--- src/rtl/alu_cmd_sequencer_if.sv ---
// Command and result handshake bundle for the ALU command sequencer.
// master: command producer / result consumer; slave: the sequencer.
interface alu_cmd_sequencer_if;
  logic       cmd_valid;
  logic       cmd_ready;
  logic [3:0] cmd_op;
  logic [3:0] cmd_a;
  logic [3:0] cmd_b;
  logic       res_valid;
  logic       res_ready;
  logic [7:0] res_data;
  logic       res_err;

  modport master (
    output cmd_valid,
    output cmd_op,
    output cmd_a,
    output cmd_b,
    output res_ready,
    input  cmd_ready,
    input  res_valid,
    input  res_data,
    input  res_err
  );

  modport slave (
    input  cmd_valid,
    input  cmd_op,
    input  cmd_a,
    input  cmd_b,
    input  res_ready,
    output cmd_ready,
    output res_valid,
    output res_data,
    output res_err
  );
endinterface

--- src/rtl/alu_cmd_sequencer.sv ---
// Issue stage for the 4-bit ALU: FIFO-buffered commands, one in flight,
// registered operands, in-order results with divide-by-zero flagging.
module alu_cmd_sequencer #(
  parameter int DEPTH = 4,
  parameter int PTR_W = 2
) (
  input  logic                 clk,
  input  logic                 rst,
  alu_cmd_sequencer_if.slave   bus,
  output logic [3:0]           alu_op,
  output logic [3:0]           alu_a,
  output logic [3:0]           alu_b,
  input  logic [7:0]           alu_out,
  output logic                 busy
);

  typedef enum logic [1:0] {
    IDLE,
    EXEC,
    RESP
  } state_t;

  typedef struct packed {
    logic [3:0] op;
    logic [3:0] a;
    logic [3:0] b;
  } cmd_t;

  localparam logic [PTR_W:0] FULL = (PTR_W+1)'(DEPTH);

  state_t           state;
  state_t           state_n;
  cmd_t             mem [DEPTH];
  cmd_t             head;
  logic [PTR_W-1:0] wr_ptr;
  logic [PTR_W-1:0] rd_ptr;
  logic [PTR_W:0]   count;
  logic             rdy_en;
  logic             pend_err;
  logic             push;
  logic             pop;
  logic             cap;
  logic             done;
  logic             res_valid_q;
  logic             res_err_q;
  logic [7:0]       res_data_q;

  // rdy_en keeps cmd_ready low through reset and the first edge after it
  assign bus.cmd_ready = rdy_en && (count != FULL);
  assign push          = bus.cmd_valid && bus.cmd_ready;
  assign head          = mem[rd_ptr];

  assign bus.res_valid = res_valid_q;
  assign bus.res_err   = res_err_q;
  assign bus.res_data  = res_data_q;

  assign busy = (count != '0) || (state != IDLE);

  always_ff @(posedge clk or posedge rst) begin
    if (rst) begin
      state <= IDLE;
    end else begin
      state <= state_n;
    end
  end

  always_comb begin
    state_n = state;
    pop     = 1'b0;
    cap     = 1'b0;
    done    = 1'b0;
    unique case (state)
      IDLE: begin
        if (count != '0) begin
          pop     = 1'b1;
          state_n = EXEC;
        end
      end
      EXEC: begin
        cap     = 1'b1;
        state_n = RESP;
      end
      RESP: begin
        if (res_valid_q && bus.res_ready) begin
          done    = 1'b1;
          state_n = IDLE;
        end
      end
      default: state_n = IDLE;
    endcase
  end

  always_ff @(posedge clk) begin
    if (push) begin
      mem[wr_ptr] <= '{op: bus.cmd_op, a: bus.cmd_a, b: bus.cmd_b};
    end
  end

  always_ff @(posedge clk or posedge rst) begin
    if (rst) begin
      wr_ptr <= '0;
      rd_ptr <= '0;
      count  <= '0;
      rdy_en <= 1'b0;
    end else begin
      rdy_en <= 1'b1;
      if (push) begin
        wr_ptr <= wr_ptr + 1'b1;
      end
      if (pop) begin
        rd_ptr <= rd_ptr + 1'b1;
      end
      unique case ({push, pop})
        2'b10:   count <= count + 1'b1;
        2'b01:   count <= count - 1'b1;
        default: count <= count;
      endcase
    end
  end

  always_ff @(posedge clk or posedge rst) begin
    if (rst) begin
      alu_op      <= '0;
      alu_a       <= '0;
      alu_b       <= '0;
      pend_err    <= 1'b0;
      res_data_q  <= 8'h00;
      res_valid_q <= 1'b0;
      res_err_q   <= 1'b0;
    end else begin
      if (pop) begin
        alu_op   <= head.op;
        alu_a    <= head.a;
        alu_b    <= head.b;
        pend_err <= (head.op == 4'b0011) && (head.b == '0);
      end
      // a zero divisor is reported as all-ones regardless of the ALU
      if (cap) begin
        res_data_q  <= pend_err ? 8'hFF : alu_out;
        res_err_q   <= pend_err;
        res_valid_q <= 1'b1;
      end
      if (done) begin
        res_valid_q <= 1'b0;
        res_err_q   <= 1'b0;
      end
    end
  end

endmodule

--- src/flat_wrapper.sv ---
// flat-port wrapper written by rule: the top's interface ports become plain ports
module alu_cmd_sequencer_flat 
#(
  parameter int DEPTH = 4,
  parameter int PTR_W = 2
)
  (clk, rst, alu_op, alu_a, alu_b, alu_out, busy, bus_cmd_valid, bus_cmd_op, bus_cmd_a, bus_cmd_b, bus_res_ready, bus_cmd_ready, bus_res_valid, bus_res_data, bus_res_err);
  alu_cmd_sequencer_if bus_i ();
  input  logic clk;
  input  logic rst;
  output logic [3:0] alu_op;
  output logic [3:0] alu_a;
  output logic [3:0] alu_b;
  input  logic [7:0] alu_out;
  output logic busy;
  input wire logic [$bits(bus_i.cmd_valid)-1:0] bus_cmd_valid;
  input wire logic [$bits(bus_i.cmd_op)-1:0] bus_cmd_op;
  input wire logic [$bits(bus_i.cmd_a)-1:0] bus_cmd_a;
  input wire logic [$bits(bus_i.cmd_b)-1:0] bus_cmd_b;
  input wire logic [$bits(bus_i.res_ready)-1:0] bus_res_ready;
  output wire logic [$bits(bus_i.cmd_ready)-1:0] bus_cmd_ready;
  output wire logic [$bits(bus_i.res_valid)-1:0] bus_res_valid;
  output wire logic [$bits(bus_i.res_data)-1:0] bus_res_data;
  output wire logic [$bits(bus_i.res_err)-1:0] bus_res_err;
  assign bus_i.cmd_valid = bus_cmd_valid;
  assign bus_i.cmd_op = bus_cmd_op;
  assign bus_i.cmd_a = bus_cmd_a;
  assign bus_i.cmd_b = bus_cmd_b;
  assign bus_i.res_ready = bus_res_ready;
  assign bus_cmd_ready = bus_i.cmd_ready;
  assign bus_res_valid = bus_i.res_valid;
  assign bus_res_data = bus_i.res_data;
  assign bus_res_err = bus_i.res_err;
  alu_cmd_sequencer #(.DEPTH(DEPTH), .PTR_W(PTR_W)) u_core (.clk(clk), .rst(rst), .bus(bus_i), .alu_op(alu_op), .alu_a(alu_a), .alu_b(alu_b), .alu_out(alu_out), .busy(busy));
endmodule
--- config.mk ---
export PLATFORM = sky130hd
export DESIGN_NAME = alu_cmd_sequencer_flat
export DESIGN_NICKNAME = d
export VERILOG_FILES = /design/src/rtl/alu_cmd_sequencer_if.sv /design/src/rtl/alu_cmd_sequencer.sv /design/src/flat_wrapper.sv
export SDC_FILE = /design/constraint.sdc
export NUM_CORES = 1
export LEC_CHECK = 0
export CELL_PAD_IN_SITES_DETAIL_PLACEMENT = 1
export CELL_PAD_IN_SITES_GLOBAL_PLACEMENT = 1
export CORE_MARGIN = 2
export CORE_UTILIZATION = 45
export CTS_CLUSTER_SIZE = 25
export DETAILED_ROUTE_END_ITERATION = 8
export GPL_ROUTABILITY_DRIVEN = 0
export PLACE_DENSITY_LB_ADDON = 0.1
export SLEW_MARGIN = 10
export SYNTH_ARGS = -nofsm -noshare
export SYNTH_HDL_FRONTEND = slang
export SYNTH_SLANG_ARGS = --single-unit
--- constraint.sdc ---
create_clock -name clk -period 2.6 [get_ports clk]
set_clock_uncertainty 0.15 [all_clocks]
set_input_delay 0.39 -clock clk [delete_from_list [all_inputs] [get_ports clk]]
set_output_delay 0.39 -clock clk [all_outputs]
set_load 0.05 [all_outputs]
==> metrics <==
status=completed; sequential element share of the synthesized area=70.07%; first-pass GRT wire length=10350 um; switch share=19.53%; DRC=0; most common cell after layout, fill and taps aside=edfxtp_1; clock tree root driver cell=clkbuf_8; final worst slack=0.2397 ns; synthesized instance count=189; TritonCTS Sinks=81; Reg-to-Reg End=u_core.count[2]; Slew @ Worst Pin=0.5503 ns; Crit. Startpoint=u_core.count[2]; CP peak stage delay=0.80 ns; synth unique cells=34; Fmax=423.7 MHz; Area Overhead vs Synth=24.98%; clk_lat worst skew=0.36 ns; Initial Util=47.10%; Reg clk slew, reported paths=0.08 ns; CP required=2.06 ns; FF-to-FF path depth=8; Worst Setup EP=bus_cmd_ready; R2R setup slack=0.29 ns; via count=1762; ANT nets after route=0; fraction of layout cells with a size suffix above 1=15.87%; H-Tree Depth=3; Ys Warns=0; CTS max path bufs=2; vias in the first global route=1967; endpoints failing setup=0; Fin Setup TNS=0 ns; post-DP HPWL=4478 um; Syn Nets=219; Mapped Area=3236 sq um; Die H=88.80 um; hold buffer count at CTS=0; final wirelength=6527 um; Post-DP Area=3830 sq um; final hold violation count=0; TritonCTS clock tree=done; DR WL/cell=18.76 um; worst hold-check path type=input port to asynchronous set/reset pin; largest net degree at the start of global routing=34; design area=4044 sq um; most frequent cells in the layout=48 x edfxtp_1, 46 x clkdlybuf4s50_1, 33 x dfrtp_1; syn avg cell area=17.12 sq um; P_int=1.932 mW; fin. max-slew vios=0; Layout Nets=277; unrepaired setup endpoints after global routing=false; MaxCap Viol Count=0; Power Density=593.6 nW/um^2; WP depth=3; Seq pwr share=56.8%; fill count=652; Num CTS Buffers=9; leak pwr=1.575 nW; vias per cell=5.063; # resized after CTS=0; drt first pass iters=4; Worst path slowest cell=clkdlybuf4s50_1; die area=7885 sq um; IO Port Bufs=47; Net Sw Power=468.8 uW; Setup Fix Bufs, Post-CTS=0; Peak VDD IR=0.0003705 V; Clock Power Share=40.8%; Chip Width=88.80 um; Reg2Reg Launch Point=u_core.count[0]; I/O pin count=48; crit share post-route=90.78%; worst rel slew slack=63.31%; DP Worst Slack=0.1592 ns; ant diodes=0; crit path DAT=1.82 ns; fin crit period=2.360 ns; crit end category=primary output; Yosys reg bits=81; Overflow after GRT=0; CP cell instances=inv_1, o31a_1, clkdlybuf4s50_1; CP Launch Type=flop; crit path kind=flop to primary output; Iter 0 DRT Violations=84; cell family with the largest share of critical-path delay=buffers and inverters; Crit path buffers/inverters=2; Combinational Power Share=2.4%; area of the core=6869 sq um; row count=30; gr usage total=18.84%; initial antenna violation count=0; Max Fanout on Critical Path=3
layout make-up:
class                      instances  area (sq um)  share of cell area, %
sequential                        81          2267                  56.06
multi-input combinational         91         878.3                  21.72
timing repair buffer              55         533.0                  13.18
clock buffer                      10         127.6                  3.156
tap                               96         120.1                  2.970
clock inverter                     6         83.83                  2.073
inverter                           9         33.78                 0.8354
power groups by stage:
| stage | Sequential (mW) | Combinational [mW] | Clock [mW] |
|---|---|---|---|
| floorplan | 1.39 | 0.00997 | 0 |
| global placement | 1.39 | 0.0546 | 0 |
| detailed placement | 1.39 | 0.0579 | 0 |
| CTS | 1.36 | 0.0583 | 1.00 |
| global route | 1.36 | 0.0636 | 1.04 |
| finish | 1.36 | 0.0568 | 0.980 |
per-stage QoR:
stage	hold WS (ns)	util (%)	std cells	total power, mW
6_report	0.2855	58.87	348	2.400
5_1_grt	0.3321	58.87	348	2.468
4_1_cts	0.2966	58.83	348	2.423
3_5_place_dp	0.3351	55.76	332	1.449
3_3_place_gp	0.3109	55.76	332	1.446
2_1_floorplan	0.3389	-	189	1.402
synthesized netlist by cell type (all sizes together):
master / n / share of area (%)
conb: 1 / 0.12
clkbuf: 4 / 0.46
nand2b: 1 / 0.19
o22ai: 1 / 0.19
a21boi: 2 / 0.46
nor2: 11 / 1.3
mux4: 12 / 9.4
a21oi: 1 / 0.15
fa: 1 / 0.62
xor2: 2 / 0.54
edfxtp: 48 / 45
a211o: 1 / 0.27
inv: 9 / 1.0
o31a: 1 / 0.27
and2: 4 / 0.77
nand2: 11 / 1.3
ha: 5 / 1.9
o22a: 1 / 0.27
nor4: 1 / 0.39
dfrtp: 33 / 26
a31o: 1 / 0.27
or3: 1 / 0.19
mux2: 13 / 4.5
o21ai: 9 / 1.4
nor4bb: 1 / 0.31
o311a: 1 / 0.31
buf: 4 / 1.3
nand3: 2 / 0.31
xnor2: 4 / 1.1
nor3: 3 / 0.62
routing by layer:
metal / global-route usage (%) / up-vias / share of wire [%]
li1: - / 818 / -
met1: 22.75 / 888 / 41
met2: 32.77 / 42 / 52
met3: 3.172 / 14 / 3.8
met4: 9.091 / 0 / 2.6
met5: 0 / - / 0
sequential cells by signal, summed over array words and instances, names as in the netlist:
name                  cells
u_core.alu_op             4
u_core.count              3
u_core.rd_ptr             2
u_core.alu_b              4
u_core.wr_ptr             2
u_core.rdy_en             1
u_core.bus.res_valid      1
u_core.alu_a              4
u_core.bus.res_data       8
u_core.mem               48
u_core.pend_err           1
u_core.state              2
u_core.bus.res_err        1
worst min-delay path, stage by stage:
cell             delay [ns]
clkdlybuf4s50_1        0.40
inv_1                  0.05
buf_4                  0.38
cell families after synthesis:
group	count (synthesis)	synth area share, %
XOR/XNOR	6	1.624
adder cells (fa/ha/maj)	6	2.552
AND/OR/NAND/NOR	35	5.337
other	1	0.1159
flip-flops	81	70.07
AO/OA/AOI/OAI	18	3.596
buffers and inverters	17	2.784
multiplexers	25	13.92
how the worst min path moves through the flow:
stage                                       from                      to  slack [ns]
after floorplan                     bus_cmd_b[0]        u_core.mem[0][0]        0.34
after global routing                         rst         u_core.alu_a[1]        0.33
final                                        rst         u_core.alu_b[1]        0.29
after detailed placement  u_core.bus.res_data[5]  u_core.bus.res_data[5]        0.34
after CTS                                    rst         u_core.alu_a[1]        0.30
after global placement    u_core.bus.res_data[1]  u_core.bus.res_data[1]        0.31
Note: power is estimated with default switching activity, not from simulation.
